`src/rtl/arb_pkg.sv`:
```
// Purpose : shared constants and state encoding for the 4-way round-robin arbiter.
// Latency : n/a (types and constants only).
// Backpressure: n/a.
package arb_pkg;

    localparam int N_REQ = 4;
    localparam int ID_W  = 2;

    typedef enum logic [1:0] {
        IDLE    = 2'b00,
        GRANT   = 2'b01,
        RELEASE = 2'b10
    } arb_state_e;

endpackage : arb_pkg

```
`src/rtl/rr_arbiter_4_if.sv`:
```
// Purpose : request/grant bundle between the four requester FSMs and the arbiter.
// Latency : n/a (wires only).
// Backpressure: grant is the only flow control; a requester proceeds only while it owns gnt.
// Ports (master = requester side, slave = arbiter side):
//   req[3:0], done          : requester -> arbiter
//   gnt[3:0], gnt_id[1:0],
//   busy, timeout           : arbiter -> requesters / datapath select
interface rr_arbiter_4_if;
    import arb_pkg::*;

    logic [N_REQ-1:0] req;
    logic             done;
    logic [N_REQ-1:0] gnt;
    logic [ID_W-1:0]  gnt_id;
    logic             busy;
    logic             timeout;

    modport master (
        output req, done,
        input  gnt, gnt_id, busy, timeout
    );

    modport slave (
        input  req, done,
        output gnt, gnt_id, busy, timeout
    );

endinterface : rr_arbiter_4_if

```
`src/rtl/rr_pick.sv`:
```
// Purpose : combinational round-robin pick: first set request at or after ptr, wrapping 3->0.
// Latency : 0 cycles (pure combinational).
// Backpressure: none; result is only meaningful when any=1.
// Ports: req[3:0], ptr[1:0] in; id[1:0] (winner), any (some request set) out.
module rr_pick
    import arb_pkg::*;
(
    input  logic [N_REQ-1:0] req,
    input  logic [ID_W-1:0]  ptr,
    output logic [ID_W-1:0]  id,
    output logic             any
);

    logic [N_REQ-1:0] rot;
    logic [ID_W-1:0]  off;

    always_comb begin
        // Rotate so that requester ptr lands at bit 0; the 2-bit index add wraps mod 4.
        rot = '0;
        for (int i = 0; i < N_REQ; i++) begin
            rot[i] = req[ID_W'(i) + ptr];
        end

        // Fixed priority on the rotated vector: lowest set bit wins.
        off = '0;
        for (int i = N_REQ - 1; i >= 0; i--) begin
            if (rot[i]) begin
                off = ID_W'(i);
            end
        end

        // Rotate the winning offset back into an absolute requester index.
        id  = off + ptr;
        any = |req;
    end

endmodule : rr_pick

```
`src/rtl/rr_arbiter_4.sv`:
```
// Purpose : 4-requester round-robin arbiter with registered one-hot grant and hold limit.
// Latency : 1 edge from request to grant; 1 dead cycle (RELEASE) between consecutive grants.
// Backpressure: owner keeps gnt until done, request drop, or MAX_HOLD cycles; others wait.
// Ports: clk, rst_n (async active-low); arb (slave modport): req, done in;
//        gnt, gnt_id, busy, timeout out (all registered).
module rr_arbiter_4
    import arb_pkg::*;
#(
    parameter int unsigned MAX_HOLD = 16,
    parameter int unsigned HOLD_W   = 5
) (
    input  logic           clk,
    input  logic           rst_n,
    rr_arbiter_4_if.slave  arb
);

    // Last counter value of a grant when the limit is enabled.
    localparam logic [HOLD_W-1:0] HOLD_LAST =
        (MAX_HOLD == 0) ? '0 : HOLD_W'(MAX_HOLD - 1);

    arb_state_e        state_q,   state_d;
    logic [N_REQ-1:0]  gnt_q,     gnt_d;
    logic [ID_W-1:0]   gnt_id_q,  gnt_id_d;
    logic              busy_q,    busy_d;
    logic              timeout_q, timeout_d;
    logic [ID_W-1:0]   ptr_q,     ptr_d;
    logic [HOLD_W-1:0] cnt_q,     cnt_d;

    logic [ID_W-1:0]   pick_id;
    logic              pick_any;
    logic              hold_hit;
    logic              owner_req;

    rr_pick u_pick (
        .req (arb.req),
        .ptr (ptr_q),
        .id  (pick_id),
        .any (pick_any)
    );

    assign hold_hit  = (MAX_HOLD != 0) && (cnt_q == HOLD_LAST);
    assign owner_req = arb.req[gnt_id_q];

    always_comb begin
        state_d   = state_q;
        gnt_d     = gnt_q;
        gnt_id_d  = gnt_id_q;
        busy_d    = busy_q;
        timeout_d = 1'b0;           // pulse lasts only for the RELEASE-entry cycle
        ptr_d     = ptr_q;
        cnt_d     = cnt_q;

        case (state_q)
            IDLE, RELEASE: begin
                gnt_d  = '0;
                busy_d = 1'b0;
                if (pick_any) begin
                    state_d  = GRANT;
                    gnt_d    = {{(N_REQ-1){1'b0}}, 1'b1} << pick_id;
                    gnt_id_d = pick_id;
                    busy_d   = 1'b1;
                    cnt_d    = '0;
                end else begin
                    state_d  = IDLE;
                end
            end

            GRANT: begin
                // Saturate so that an unlimited hold cannot wrap the counter.
                cnt_d = (cnt_q == '1) ? cnt_q : cnt_q + 1'b1;
                if (arb.done || !owner_req || hold_hit) begin
                    state_d   = RELEASE;
                    gnt_d     = '0;
                    busy_d    = 1'b0;
                    ptr_d     = gnt_id_q + 1'b1;
                    // Timeout is reported only when neither done nor withdrawal explains the exit.
                    timeout_d = !arb.done && owner_req;
                end
            end

            default: begin
                state_d = IDLE;
                gnt_d   = '0;
                busy_d  = 1'b0;
            end
        endcase
    end

    always_ff @(posedge clk or negedge rst_n) begin
        if (!rst_n) begin
            state_q   <= IDLE;
            gnt_q     <= '0;
            gnt_id_q  <= '0;
            busy_q    <= 1'b0;
            timeout_q <= 1'b0;
            ptr_q     <= '0;
            cnt_q     <= '0;
        end else begin
            state_q   <= state_d;
            gnt_q     <= gnt_d;
            gnt_id_q  <= gnt_id_d;
            busy_q    <= busy_d;
            timeout_q <= timeout_d;
            ptr_q     <= ptr_d;
            cnt_q     <= cnt_d;
        end
    end

    assign arb.gnt     = gnt_q;
    assign arb.gnt_id  = gnt_id_q;
    assign arb.busy    = busy_q;
    assign arb.timeout = timeout_q;

endmodule : rr_arbiter_4
```
`src/flat_wrapper.sv`:
```
// flat-port wrapper written by rule: the top's interface ports become plain ports
module rr_arbiter_4_flat import arb_pkg::*;
#(
    parameter int unsigned MAX_HOLD = 16,
    parameter int unsigned HOLD_W   = 5
)
  (clk, rst_n, arb_req, arb_done, arb_gnt, arb_gnt_id, arb_busy, arb_timeout);
  rr_arbiter_4_if arb_i ();
  input  logic clk;
  input  logic rst_n;
  input wire logic [$bits(arb_i.req)-1:0] arb_req;
  input wire logic [$bits(arb_i.done)-1:0] arb_done;
  output wire logic [$bits(arb_i.gnt)-1:0] arb_gnt;
  output wire logic [$bits(arb_i.gnt_id)-1:0] arb_gnt_id;
  output wire logic [$bits(arb_i.busy)-1:0] arb_busy;
  output wire logic [$bits(arb_i.timeout)-1:0] arb_timeout;
  assign arb_i.req = arb_req;
  assign arb_i.done = arb_done;
  assign arb_gnt = arb_i.gnt;
  assign arb_gnt_id = arb_i.gnt_id;
  assign arb_busy = arb_i.busy;
  assign arb_timeout = arb_i.timeout;
  rr_arbiter_4 #(.MAX_HOLD(MAX_HOLD), .HOLD_W(HOLD_W)) u_core (.clk(clk), .rst_n(rst_n), .arb(arb_i));
endmodule
```
`config.mk`:
```
export PLATFORM = sky130hd
export DESIGN_NAME = rr_arbiter_4_flat
export DESIGN_NICKNAME = d
export VERILOG_FILES = /design/src/rtl/arb_pkg.sv /design/src/rtl/rr_arbiter_4_if.sv /design/src/rtl/rr_pick.sv /design/src/rtl/rr_arbiter_4.sv /design/src/flat_wrapper.sv
export SDC_FILE = /design/constraint.sdc
export NUM_CORES = 1
export LEC_CHECK = 0
export CAP_MARGIN = 20
export CORE_MARGIN = 2
export CORE_UTILIZATION = 33
export CTS_CLUSTER_SIZE = 40
export DETAILED_ROUTE_END_ITERATION = 8
export DONT_BUFFER_PORTS = 1
export GPL_TIMING_DRIVEN = 0
export SYNTH_ARGS = -nofsm -noshare
export SYNTH_HDL_FRONTEND = slang
export SYNTH_SLANG_ARGS = --single-unit
```
`constraint.sdc`:
```
create_clock -name clk -period 1.95 [get_ports clk]
set_input_delay 0.195 -clock clk [delete_from_list [all_inputs] [get_ports clk]]
set_output_delay 0.195 -clock clk [all_outputs]
set_load 0.005 [all_outputs]
```
Yosys cells after proc, flatten, opt, wreduce, memory -nomap -nowiden --
Index checks and enable logic that the tools add are counted.
Word-level totals: flip-flop bits (word level) 17, input bits 7, output and inout bits 8, logic and storage cells 66
Operators by class: $add $sub $neg 6, magnitude comparators 5, equality and inequality tests 7, shift operators 1, multiplexer cells 28, reduce and logical (&&, ||, !) cells 12
Operators with widths (number):
- < comparator 2 x 3 -> 1 bit, second input constant | 5
- binary-select mux 1 bit (select 2 bit) | 5
- 2-to-1 mux 1 bit | 10
- 2-to-1 mux 2 bit | 5
- 2-to-1 mux 5 bit | 2
- case mux 5 bit (2 select lines) | 1
- 2-to-1 mux 4 bit | 2
- case mux 4 bit (2 select lines) | 1
- adder 5 x 1 -> 5 bit, second input constant | 1
- == test 5 x 4 -> 1 bit, second input constant | 1
- == test 5 bit, second input constant | 1
- adder 2 bit, first input constant | 2
- != test 2 x 1 -> 1 bit, second input constant | 2
- case mux 2 bit (2 select lines) | 1
- AND reduction 2 bit | 2
- OR reduction 4 bit | 1
- left shift 1 x 2 -> 4 bit, first input constant | 1
- AND reduction 3 bit | 1
- adder 1 x 2 -> 2 bit, first input constant | 1
- adder 2 x 1 -> 2 bit, second input constant | 1
- adder 2 bit | 1
- == test 2 x 1 -> 1 bit, second input constant | 1
- == test 2 bit, second input constant | 1
- zero test 1 bit | 2
- 7 further kinds | 8

Longest topological paths before layout --
Gate-level depths: netlist of the first run.
depth in word-level cells 11, mapped depth 9, mapped depth without buffers 9

Hierarchy --
Synthesis of the first run repeated with hierarchy kept, for this count alone.
Unflattened totals: cells, all modules 96, area total of the unflattened synthesis 960.9 um2
By module, submodules not included:
- rr_arbiter_4 | instances 1, cells each 71, area an instance 794.5 um2, seq. area each 400.4 um2
- rr_pick | instances 1, cells each 25, area an instance 166.4 um2, seq. area each 0.0 um2

Worst setup path before layout of the first run --
OpenSTA, ideal clock, no wires.
path kind register -> register, from register u_core.ptr_q[0], to register u_core.gnt_id_q[1], in the netlist u_core.arb.gnt_id[1], library setup time 125 ps, data arrival time 1717 ps, data required time 1825 ps, path slack 109 ps, stages on the path, launching flop included 9, path buffers 1, period minus slack after synthesis 1841 ps, path through dfrtp_1 > buf_2 > o311ai_0 > o21ai_0 > nand2_1 > ha_1 > xor2_1 > xnor2_1 > mux2_2
On the way: word-level cells in the longest chain between the ends 8
Ends and longest elaborated chain:
- start, declared | line rr_arbiter_4.sv:26 | logic [ID_W-1:0] ptr_q, ptr_d;
- start signal, assigned | line rr_arbiter_4.sv:104 | ptr_q <= ptr_d;
- adder 2 bit | line rr_pick.sv:21 | rot[i] = req[ID_W'(i) + ptr];
- binary-select mux 1 bit (select 2 bit) | line rr_pick.sv:21
- 2-to-1 mux 1 bit (not written as such) | line rr_pick.sv:21
- 2-to-1 mux 2 bit (4 in a row) | line rr_pick.sv:27 | if (rot[i]) begin
- adder 2 bit * | line rr_pick.sv:33 | id = off + ptr;
- end signal, assigned | line rr_arbiter_4.sv:101 | gnt_id_q <= gnt_id_d;
- end, declared | line rr_arbiter_4.sv:23 | logic [ID_W-1:0] gnt_id_q, gnt_id_d;
Mark *: on every way between the ends. The rest lies on a longest branch, timed or not. The select of a mux whose other input is x is not followed. A chain may end at the register's enable or synchronous reset.

Worst setup path after layout of the first run --
Same ends and word-level chain as after synthesis.

==> flow_summary.toml, run 1 <==
[global_routing]
overflow = 0
grtUsageTotal = 0.117
grt_max_degree = 18
antenna_found_initial = 0
grt_first_pass_wirelength_um = 3020
grt_pass1_vias = 675

[timing]
worst_slack_ns = 0.0766
hold_slack_ns = 0.105
fmax_ghz = 0.534
finalCriticalPeriod_ns = 1.87
slew-limit-headroom = 0.495
rsz0062_at_grt = "false"
tightest_slew_ns = 0.754
finalSetupViolations = 0
slew_violations = 0
finalHoldViolations = 0
fin_crit_sh = 0.961
finalClockSkew_ns = 0.00843

[placed_design]
hpwlAfterDp_um = 1280
place.gp.congestion = 0.713
dpl.cell_count = 128
pre_cts_slack_ns = -0.0437
portBuffers = 0

[final_layout]
final_cells = 137
drive_gt1_frac = 0.226
area_growth_pct = 17.5
antennaDiodeCount = 0
num-nets-final = 118

[synthesis]
yosysSeqAreaShare = 0.450
synth_area_leaders = "dfrtp_1 (45%), ha_1 (5.3%), nor2_1 (5.2%), nand2_1 (4.4%), nand3_1 (2.6%)"
synth_area_per_cell_sq_um = 9.75
synth_top_cell_area_share = 0.450
yosys-top-cells-count = "dfrtp_1 (17), nor2_1 (13), nand2_1 (11), nand3_1 (5)"
synth_most_common_cell = "dfrtp_1"
ys_ff_latch = 17
synthFlopType = "dfrtp_1"
async_flop_share = 1.00
syn-num-nets = 108
synth_edf_count = 0
syn_area_sq_um = 946
synth_top_area_cell = "dfrtp_1"
yosysWarnings = 0
yosysUniqueCellTypes = 39
syn-instance-count = 97

[drt]
route.detailed.drc = 0
routed_via_density = 5.30
num_vias = 726
drt_iter0_drc = 21
drt-total-wl_um = 1910
wl_per_cell_um = 13.9
first_pass_iters = 4
ant_nets = 0

[critical_path]
arrival_ns = 2.04
path_cells = "buf_6, nor4_2, a21oi_1, nand2_1, ha_2, xor2_2, xnor2_2, mux2_4"
end_kind = "flip-flop"
slowest_stage = "dfrtp_1"
cp_max_fo = 5
cp-start-kind = "flip-flop"
cpPeakStageDelay_ns = 0.41
path_delay_family = "flip-flops"
path_buf_inv = 1
worstSetupPathType = "flip-flop to flip-flop"
cp.required_ns = 2.12

[clock_network]
ctsLongestPathBuffers = 2
cts_htree_levels = 1
cts.sink_count = 17
cts_root_buffer = "clkbuf_4"
cts-buffers-inserted = 3
clk_pin_slew_worst_paths_ns = 0.10
cts_tree = "built"
worstSkewPairLatency_ns = 0.28

[run_status]
status = "completed"

[floorplan]
core_area_sq_mm = 0.00273
dieArea_sq_mm = 0.00331
fp.dieW_um = 57.5
initial_utilization = 0.346
num_io_pins = 15
fp-row-count = 19
fp.dieH_um = 57.5

[run]
drv_cap = 0

[min_path]
worstHoldPathType = "input port to flip-flop"

[power]
ir_worst_vdd_mv = 0.981
power_mw = 1.64
p_leak_nw = 0.486
pwr_density_cell_mw_per_mm2 = 1480
[layout make-up]
class                           count  area, sq um
Sequential cell                    17          425
Multi-Input combinational cell     73          538
Inverter                            3         11.3
Buffer                              4         33.8
Fill cell                         269         1620
Tap cell                           31         38.8
Timing Repair Buffer                5         37.5
Clock buffer                        4         26.3
[metal layers]
metal	share of wire	up-vias	GRT usage
li1	-	362	-
met1	0.49	349	0.167
met2	0.46	15	0.174
met3	0.049	0	0.0295
met4	0	0	0.0399
met5	0	-	0
[worst register-to-register path, stage by stage, from the launching register on]
cell and delay [ns]:
dfrtp_1 0.41, buf_6 0.15, nor4_2 0.28, a21oi_1 0.06, nand2_1 0.08, ha_2 0.19, xor2_2 0.18, xnor2_2 0.14
mux2_4 0.27
[power by group]
| group | leakage [nW] | internal [mW] | total [mW] | switching [mW] |
|---|---|---|---|---|
| Combinational | 0.255 | 0.406 | 0.850 | 0.444 |
| Clock | 0.0150 | 0.0794 | 0.185 | 0.105 |
| Sequential | 0.216 | 0.478 | 0.609 | 0.131 |
| Total | 0.486 | 0.964 | 1.64 | 0.680 |
[what timing repair did]
action                                  CTS  global route
pin swaps                                 0             5
buffers inserted                          0             3
hold buffers                              1             0
hold endpoints to repair                 17             0
endpoints found under the setup margin    5             5
gates cloned                              0             1
gates resized for setup                   3            11
[placed cells by master (no fill, tap or decap), drive strengths merged, types with 4 or more instances in the layout]
master  count
buf         7
dfrtp      17
nand3       5
o21ai       5
nand2      11
ha          4
nor2       14
a21oi       5
clkbuf      5
nand2b      4
[path summary, 6_finish.rpt]
path,depth (start not counted),slack [ns],endpoint,start
max reg2reg,8,0.08,u_core.arb.gnt_id[1],u_core.ptr_q[0]
max in group asynchronous,1,1.06,u_core.ptr_q[1],rst_n
min,2,0.10,u_core.arb.timeout,arb_done
min in group asynchronous,1,0.41,u_core.arb.busy,rst_n
min reg2reg,2,0.52,u_core.arb.busy,u_core.arb.busy
max,8,0.08,u_core.arb.gnt_id[1],u_core.ptr_q[0]
[flip-flops by register name (all words and copies together) (netlist names)]
register            cells
u_core.arb.gnt          4
u_core.state_q          2
u_core.arb.gnt_id       2
u_core.arb.timeout      1
u_core.cnt_q            5
u_core.arb.busy         1
u_core.ptr_q            2
[stage by stage]
step / instance area [sq um] / TNS, ns / utilization
final: 1110 / 0 / 0.406
after global routing: 1110 / 0 / 0.406
after CTS: 1040 / 0 / 0.379
after detailed placement: 985 / -0.0982 / 0.360
after global placement: 985 / -0.267 / 0.360
after floorplan: 946 / 0 / -
[cell families after synthesis]
| kind of cell | synth area share |
|---|---|
| adder cells (fa/ha/maj) | 0.0529 |
| AND/OR/NAND/NOR | 0.220 |
| flip-flops | 0.450 |
| buffers and inverters | 0.0410 |
| XOR/XNOR | 0.0370 |
| AO/OA/AOI/OAI | 0.153 |
| multiplexers | 0.0463 |
Power figures use the tool's default switching activity.
==> run 2: changes to the inputs <==
- SLEW_MARGIN: default -> 30
==> results of run 2 <==
Final layout, timing and power as in run 1 (identical DEF).
